[src/rtl/opc2_io_pkg.sv]
// Shared definitions for the opc2 memory-mapped I/O blocks.
package opc2_io_pkg;

  typedef enum logic [1:0] {
    TX_IDLE  = 2'd0,
    TX_START = 2'd1,
    TX_DATA  = 2'd2,
    TX_STOP  = 2'd3
  } tx_state_t;

  // Register offset within the two-byte window (address bit 0).
  localparam logic REG_DATA   = 1'b0;
  localparam logic REG_STATUS = 1'b1;

  // STATUS byte bit positions.
  localparam int ST_FULL   = 0;
  localparam int ST_EMPTY  = 1;
  localparam int ST_ACTIVE = 2;
  localparam int ST_OVF    = 3;

endpackage

[src/rtl/opc2_fifo.sv]
// Small synchronous FIFO with show-ahead output. A push into a full FIFO
// is accepted when a pop happens in the same cycle.
module opc2_fifo #(
  parameter int WIDTH = 8,
  parameter int DEPTH = 4
) (
  input  logic                       clk,
  input  logic                       reset,
  input  logic                       push,
  input  logic                       pop,
  input  logic [WIDTH-1:0]           din,
  output logic [WIDTH-1:0]           dout,
  output logic                       full,
  output logic                       empty,
  output logic [$clog2(DEPTH):0]     count
);

  localparam int AW = $clog2(DEPTH);
  localparam logic [AW:0]   FULL_CNT = (AW+1)'(DEPTH);
  localparam logic [AW:0]   CNT_ONE  = (AW+1)'(1);
  localparam logic [AW-1:0] PTR_ONE  = AW'(1);

  logic [WIDTH-1:0] mem [DEPTH];
  logic [AW-1:0]    wptr;
  logic [AW-1:0]    rptr;
  logic             push_ok;
  logic             pop_ok;

  assign full    = (count == FULL_CNT);
  assign empty   = (count == '0);
  assign pop_ok  = pop & ~empty;
  assign push_ok = push & (~full | pop_ok);
  assign dout    = mem[rptr];

  // Storage array; not reset, contents are only visible through count.
  always_ff @(posedge clk) begin
    if (push_ok) mem[wptr] <= din;
  end

  // Pointers wrap naturally because DEPTH is a power of two.
  always_ff @(posedge clk) begin
    if (reset) begin
      wptr  <= '0;
      rptr  <= '0;
      count <= '0;
    end else begin
      if (push_ok) wptr <= wptr + PTR_ONE;
      if (pop_ok)  rptr <= rptr + PTR_ONE;
      case ({push_ok, pop_ok})
        2'b10:   count <= count + CNT_ONE;
        2'b01:   count <= count - CNT_ONE;
        default: count <= count;
      endcase
    end
  end

endmodule

[src/rtl/opc2_uart_tx.sv]
// Memory-mapped 8N1 UART transmitter for the opc2 bus.
//
// state    | meaning
// ---------+-----------------------------------------------
// TX_IDLE  | line high, waiting for a byte in the FIFO
// TX_START | start bit (low) for CLK_DIV cycles
// TX_DATA  | eight data bits, LSB first, CLK_DIV cycles each
// TX_STOP  | stop bit (high); chains to next byte if queued
module opc2_uart_tx
  import opc2_io_pkg::*;
#(
  parameter logic [9:0] BASE_ADDR  = 10'h3FE,
  parameter int         CLK_DIV    = 16,
  parameter int         FIFO_DEPTH = 4
) (
  input  logic       clk,
  input  logic       reset,
  input  logic [9:0] address,
  input  logic       rnw,
  input  logic [7:0] wdata,
  output logic [7:0] rdata,
  output logic       sel,
  output logic       txd,
  output logic       busy
);

  localparam int BW = $clog2(CLK_DIV);
  localparam logic [BW-1:0] BCNT_MAX = BW'(CLK_DIV - 1);
  localparam logic [BW-1:0] BCNT_ONE = BW'(1);

  tx_state_t  state, state_d;
  logic [BW-1:0] bcnt, bcnt_d;
  logic [2:0] bidx, bidx_d;
  logic [7:0] shift, shift_d;
  logic       txd_d;
  logic       bit_end;

  logic       data_wr, status_rd, overflow, ovf;
  logic       fifo_pop, fifo_full, fifo_empty;
  logic [7:0] fifo_dout;
  logic [$clog2(FIFO_DEPTH):0] fifo_count;
  logic [7:0] status;

  assign sel       = (address[9:1] == BASE_ADDR[9:1]);
  assign data_wr   = sel & ~rnw & (address[0] == REG_DATA);
  assign status_rd = sel &  rnw & (address[0] == REG_STATUS);
  assign overflow  = data_wr & fifo_full & ~fifo_pop;
  assign busy      = (state != TX_IDLE) || (fifo_count != '0);
  assign bit_end   = (bcnt == BCNT_MAX);

  opc2_fifo #(.WIDTH(8), .DEPTH(FIFO_DEPTH)) u_fifo (
    .clk   (clk),
    .reset (reset),
    .push  (data_wr),
    .pop   (fifo_pop),
    .din   (wdata),
    .dout  (fifo_dout),
    .full  (fifo_full),
    .empty (fifo_empty),
    .count (fifo_count)
  );

  // Sticky overflow flag; a same-cycle overflow beats the read-clear.
  always_ff @(posedge clk) begin
    if (reset)          ovf <= 1'b0;
    else if (overflow)  ovf <= 1'b1;
    else if (status_rd) ovf <= 1'b0;
  end

  // Serialiser state and registered line output.
  always_ff @(posedge clk) begin
    if (reset) begin
      state <= TX_IDLE;
      bcnt  <= '0;
      bidx  <= '0;
      shift <= '0;
      txd   <= 1'b1;
    end else begin
      state <= state_d;
      bcnt  <= bcnt_d;
      bidx  <= bidx_d;
      shift <= shift_d;
      txd   <= txd_d;
    end
  end

  // Next-state logic; txd is derived from the next state so it is glitch-free.
  always_comb begin
    state_d  = state;
    bcnt_d   = bcnt;
    bidx_d   = bidx;
    shift_d  = shift;
    fifo_pop = 1'b0;
    case (state)
      TX_IDLE: begin
        if (!fifo_empty) begin
          fifo_pop = 1'b1;
          shift_d  = fifo_dout;
          bcnt_d   = '0;
          state_d  = TX_START;
        end
      end
      TX_START: begin
        if (bit_end) begin
          bcnt_d  = '0;
          bidx_d  = '0;
          state_d = TX_DATA;
        end else begin
          bcnt_d = bcnt + BCNT_ONE;
        end
      end
      TX_DATA: begin
        if (bit_end) begin
          bcnt_d  = '0;
          shift_d = {1'b0, shift[7:1]};
          if (bidx == 3'd7) state_d = TX_STOP;
          else              bidx_d  = bidx + 3'd1;
        end else begin
          bcnt_d = bcnt + BCNT_ONE;
        end
      end
      TX_STOP: begin
        if (bit_end) begin
          bcnt_d = '0;
          if (!fifo_empty) begin
            fifo_pop = 1'b1;
            shift_d  = fifo_dout;
            state_d  = TX_START;
          end else begin
            state_d = TX_IDLE;
          end
        end else begin
          bcnt_d = bcnt + BCNT_ONE;
        end
      end
      default: state_d = TX_IDLE;
    endcase

    case (state_d)
      TX_START: txd_d = 1'b0;
      TX_DATA:  txd_d = shift_d[0];
      default:  txd_d = 1'b1;
    endcase
  end

  // Read mux: STATUS returns flags, DATA and unselected addresses read zero.
  always_comb begin
    status            = '0;
    status[ST_FULL]   = fifo_full;
    status[ST_EMPTY]  = fifo_empty;
    status[ST_ACTIVE] = (state != TX_IDLE);
    status[ST_OVF]    = ovf;
    rdata = 8'h00;
    if (sel && (address[0] == REG_STATUS)) rdata = status;
  end

endmodule

[config.mk]
export PLATFORM = sky130hd
export DESIGN_NAME = opc2_uart_tx
export DESIGN_NICKNAME = d
export VERILOG_FILES = /design/src/rtl/opc2_io_pkg.sv /design/src/rtl/opc2_fifo.sv /design/src/rtl/opc2_uart_tx.sv
export SDC_FILE = /design/constraint.sdc
export NUM_CORES = 1
export LEC_CHECK = 0
export ABC_AREA = 1
export CAP_MARGIN = 10
export CORE_ASPECT_RATIO = 1.2
export CORE_MARGIN = 1
export CORE_UTILIZATION = 45
export DETAILED_ROUTE_END_ITERATION = 7
export HOLD_SLACK_MARGIN = 0.03
export PLACE_DENSITY = 0.68
export SYNTH_ARGS = -nofsm -noshare
export SYNTH_HDL_FRONTEND = slang
export SYNTH_SLANG_ARGS = --single-unit
[constraint.sdc]
create_clock -name clk -period 2.37 [get_ports clk]
set_input_delay 0.711 -clock clk [delete_from_list [all_inputs] [get_ports clk]]
set_output_delay 0.711 -clock clk [all_outputs]
set_load 0.05 [all_outputs]
==> impl_metrics.toml, run 1 <==
[cts]
numCtsBuffers = 9
ctsHoldBuffers = 0
clk_latency_ns = 0.34
path_clk_slew_ns = 0.07
cts_root_buf = "clkbuf_8"
htree_levels = 3
clockBufferDepth = 2
cts_tree = "done"
cts.sinks = 60

[placed_design]
dp_slack_ns = -0.374
gp_congestion = 0.806
portBuffers = 27
dp_hpwl_mm = 4.16

[hold_path]
hold_class = "reg -> reg"

[finish]
syn_to_final_growth_pct = 26.8
layout.nets = 444
diodes = 0
drive_above_1_share_pct = 21.7

[sta]
period_share_pct = 98.0
fmax_mhz = 430
fin_worst_skew_ns = 0.0112
rsz0062_at_grt = "no"
setup_ws_ns = 0.0469
slew_violations = 0
setup_tns_ns = 0
period_minus_slack_ns = 2.32
setup_viol = 0
hold_violations = 0

[logic_synthesis]
yosysUniqueCellTypes = 32
synth_area_um2 = 2970
yosys_register_bits = 60
synth_top_cell_by_area = "edfxtp_1"
yosysSeqAreaShare_pct = 51.2
syn_avg_cell_area_um2 = 8.40
synth_top_area_share_pct = 32.3
syn_inst = 354
yosys_warnings = 0
yosys-top-cells-area = "edfxtp_1, dfxtp_1, nand2_1"

[detailed_routing]
drt_iter0_markers = 124
wl_met3_um = 207
highest_layer = "met4"
met2WireLength_mm = 3.25
drc_errors = 1
num_vias = 2404
viasPerCell = 4.82
wl_met1_mm = 2.57
wl_per_cell_um = 12.2
totalWireLength_mm = 6.11
dr.pass1.iters = 6
ant_nets = 0

[power_and_ir_drop]
ir_drop_v = 0.000512
pwr_density_cell_nw_per_um2 = 1000
p_leak_uw = 0.00153

[floorplan]
start_util_pct = 46.4
num_rows = 32
die_x_um = 76.2
die_h_um = 91.1
dieArea_um2 = 6940
io_pins = 32
core_area_um2 = 6410

[worst_setup_path]
cp_max_fo = 4
cp-start-kind = "input pin"
cp_data_arrival_time_ns = 1.61
path_class = "in -> out"
required_ns = 1.66
end_kind = "output pin"

[global_routing]
antenna_found_initial = 0
grt_overflow = 0
grt_pass1_wl_mm = 10.5
grt_usage_pct = 19.2
grt_max_degree = 18
grt_pass1_vias = 2385

[outcome]
violations = "DRC"
outcome = "finished with violations"

[flow_run]
cap_violations = 0
## synth_stat cells
cell       n
o211ai_1   1
conb_1     1
nand3b_1   2
clkinv_1   1
nor2_4     1
nor3_1     2
nand3_2    1
clkbuf_1   2
edfxtp_1  32
or2_2      2
a211oi_1   2
ha_1      13
nand2_2    3
dfxtp_1   28
nor2_1    64
o21ai_1    1
o21ai_2    1
and3_1     1
nand4_1    1
o21a_1     1
buf_4      4
a21oi_1   26
xor2_1     1
buf_6      2
buf_2      4
fa_1       1
nand2_1   72
nand2_4    4
nand3_1   18
o21ai_0   22
a22oi_1    1
inv_1     39
## registers in the layout (all words and copies together) (netlist names), 2 cells and up, named ones only
register      flops
u_fifo.rptr       2
u_fifo.count      3
u_fifo.mem       32
state             2
shift             8
u_fifo.wptr       2
bcnt              4
bidx              3
## path summary, 6_finish.rpt
check / cells past startpoint / endpoint / slack [ns] / from
hold / removal: 2 / bidx[1] / 0.47 / bidx[1]
setup reg to reg: 14 / u_fifo.count[2] / 0.17 / bcnt[0]
hold reg to reg: 2 / bidx[1] / 0.47 / bidx[1]
setup / recovery: 8 / rdata[3] / 0.05 / address[2]
## layout by cell type, fill, tap and decap left out, drive strengths merged
cell / n
fa: 1
nand2: 79
xor2: 1
edfxtp: 32
nand3b: 2
o21a: 1
o21ai: 24
clkinv: 4
a21oi: 26
clkbuf: 17
o211ai: 1
a211oi: 2
nand3: 19
buf: 33
ha: 13
dfxtp: 28
clkinvlp: 3
nor2: 65
or2: 2
inv: 39
clkdlybuf4s50: 11
a22oi: 1
dlygate4sd2: 1
and3: 1
nor3: 2
nand4: 1
conb: 4
bufinv: 1
## power breakdown
part	switching, uW	leakage, uW	total [uW]	internal (uW)
Clock	432	0.0000918	920	488
Combinational	1030	0.000927	1610	579
Sequential	64.3	0.000515	1260	1190
Total	1520	0.00153	3780	2260
## metrics by stage
step	util [%]	instances	total power (uW)	cell area, um2	hold WS, ns
after floorplan	-	357	2400	2990	0.435
after global placement	54.1	475	2810	3470	0.452
after detailed placement	54.1	475	2850	3470	0.461
after CTS	58.7	499	3780	3760	0.472
after global routing	58.9	499	4060	3770	0.504
final	58.9	499	3780	3770	0.473
## final cells by class
cell class / count / area (um2)
Inverter: 40 / 155
Sequential cell: 60 / 1520
Timing Repair Buffer: 53 / 473
Multi-Input combinational cell: 245 / 1310
Fill cell: 558 / 2640
Clock buffer: 9 / 124
Clock inverter: 7 / 75.1
Tap cell: 85 / 106
## metal layers
metal | vias up | track usage (%)
met4 | 0 | 9.78
met5 | - | 0
li1 | 1248 | -
met2 | 43 | 35.5
met3 | 6 | 3.22
met1 | 1107 | 20.8
## timing repair
action                                  4_1_cts  5_1_grt
endpoints found under the setup margin        5        8
setup buffers                                 8        0
gates resized for setup                      28       32
pin swaps                                     8        7
## critical path, stage by stage
cell and delay (ns):
clkbuf_2 0.08, nand2_2 0.06, nor2_4 0.12, nand3_4 0.10, nor2_4 0.14, clkinv_4 0.12
nor2_4 0.14, buf_12 0.14
## cells by family (layout without fill, tap and decap cells)
family,after synthesis,in the layout,synth area share (%)
and+or+nand+nor,171,171,24.7
DFF,60,60,51.2
AOI/OAI and AO/OA,55,55,9.80
buffers and inverters,52,109,7.74
adders and majority gates,14,14,6.14
other,1,4,0.126
xor gates and xnor gates,1,1,0.295
(Power assumes the default switching activity.)
==> run 2, diff against run 1 <==
CTS_BUF_LIST = sky130_fd_sc_hd__clkbuf_4 sky130_fd_sc_hd__clkbuf_8   (was unset)
SETUP_SLACK_MARGIN = 0.15   (was unset)
==> impl_metrics.toml, run 2 (same netlist as run 1, synthesis figures left out) <==
[worst_setup_path]
required_ns = 1.66
crit_slowest_cell = "buf_12"
path_class = "in -> out"
cp-start-kind = "input pin"
end_kind = "output pin"
critPathMaxStageDelay_ns = 0.14
cp_max_fo = 4
r2r_setup_slack_ns = 0.22
cp_data_arrival_time_ns = 1.50
path_cells = "buf_6 > nand2_2 > nor2_4 > nand3_4 > nor2_4 > inv_4 > nor2_4 > buf_12"
crit_top_cell = "nor2_4"

[power_and_ir_drop]
seqPwrFrac_pct = 31.7
clkPwrFrac_pct = 26.4
share_comb_of_total_power_pct = 41.9
p_leak_uw = 0.00155
p_sw_uw = 1580
p_sw_share_pct = 39.3
ir_drop_v = 0.000616
pwr_density_cell_nw_per_um2 = 1050
p_int_uw = 2440

[detailed_routing]
totalWireLength_mm = 6.08
highest_layer = "met4"
met2WireLength_mm = 3.22
drt_iter0_markers = 85
wl_met1_mm = 2.55
wl_met3_um = 223
dr.pass1.iters = 4
wl_per_cell_um = 12.3
drc_errors = 0
num_vias = 2370
ant_nets = 0
viasPerCell = 4.81

[floorplan]
io_pins = 32
dieArea_um2 = 6940
die_x_um = 76.2
core_area_um2 = 6410
num_rows = 32
die_h_um = 91.1
start_util_pct = 46.4

[cts]
numCtsBuffers = 9
cts_root_buf = "clkbuf_8"
clk_latency_ns = 0.34
cts_tree = "done"
clockBufferDepth = 2
cts.sinks = 60
htree_levels = 3
ctsHoldBuffers = 0
path_clk_slew_ns = 0.07

[sta]
slew_violations = 0
rsz0062_at_grt = "yes"
whs_ns = 0.470
setup_ws_ns = 0.158
tightest_slew_ns = 0.496
fin_worst_skew_ns = 0.0122
period_share_pct = 93.3
period_minus_slack_ns = 2.21
slew_headroom_pct = 66.8
hold_violations = 0
setup_viol = 0
fmax_mhz = 452

[finish]
top_register = "u_fifo.mem"
layout.nets = 438
syn_to_final_growth_pct = 28.9
final_cell_mix = "nand2_1, nor2_1, inv_1, edfxtp_1, a21oi_1"
largestRegisters = "u_fifo.mem (32), shift (8), bcnt (4)"
drive_above_1_share_pct = 22.1
diodes = 0
ff_latch_area_um2 = 1530
largest_register_ffs = 32
multi_input_area_um2 = 1340
final_util_pct = 59.8
fill_cells = 557
final_common_cell = "nand2_1"

[global_routing]
antenna_found_initial = 0
grt_pass1_vias = 2340
grt_pass1_wl_mm = 10.3
grt_usage_pct = 19.1
grt_overflow = 0
grt_max_degree = 18

[placed_design]
gp_congestion = 0.851
dp_slack_ns = -0.392
portBuffers = 27
dp_hpwl_mm = 4.19

[hold_path]
hold_class = "reg -> reg"

[flow_run]
cap_violations = 0

[outcome]
outcome = "finished clean"
[run 2: cell types whose count changed in the layout (fill, tap and decap cells not counted), moves of 3 or more]
cell	previous run	this run
clkinvlp_4	3	0
clkbuf_2	8	0
buf_6	1	9
buf_4	27	19
inv_1	35	32
[run 2: critical path, delay by kind of cell]
kind                   cells  cell delay (ns)
buffers and inverters      3             0.28
AND/OR/NAND/NOR            5             0.50
[run 2: power groups by stage]
stage               Combinational, uW  Sequential [uW]  Clock, uW
CTS                              1660             1270       1090
global placement                 1540             1280          0
finish                           1680             1270       1060
detailed placement               1570             1280          0
global route                     1870             1290       1130
floorplan                        1130             1280          0
[run 2: final cells by class]
| cell class | count | share of cell area [%] |
|---|---|---|
| clock buffer | 9 | 3.23 |
| clock inverter | 7 | 2.77 |
| inverter | 40 | 4.05 |
| multi-input combinational | 245 | 35.0 |
| sequential | 60 | 39.9 |
| tap | 85 | 2.77 |
| timing repair buffer | 47 | 12.3 |
[run 2: timing repair]
action	4_1_cts	5_1_grt
pin swaps	9	5
setup endpoints to repair	8	7
resized for setup	63	8
buffers inserted	1	1
[run 2: worst paths after layout]
| check | start | to | depth (start not counted) |
|---|---|---|---|
| setup / recovery | address[4] | rdata[1] | 8 |
| hold / removal | ovf | ovf | 2 |
| setup reg to reg | state[1] | u_fifo.count[2] | 16 |
| hold reg to reg | ovf | ovf | 2 |
[run 2: through the flow]
step / cells / cell area, um2 / TNS [ns] / power, uW
floorplan: 357 / 3000 / 0 / 2410
global placement: 475 / 3480 / -5.49 / 2820
detailed placement: 475 / 3480 / -7.32 / 2850
CTS: 492 / 3820 / 0 / 4010
global route: 493 / 3830 / 0 / 4290
finish: 493 / 3830 / 0 / 4010
[run 2: routing by layer]
metal | global-route usage, % | vias to the layer above
li1 | - | 1239
met1 | 20.5 | 1074
met2 | 34.5 | 49
met3 | 4.92 | 8
met4 | 9.13 | 0
met5 | 0 | -
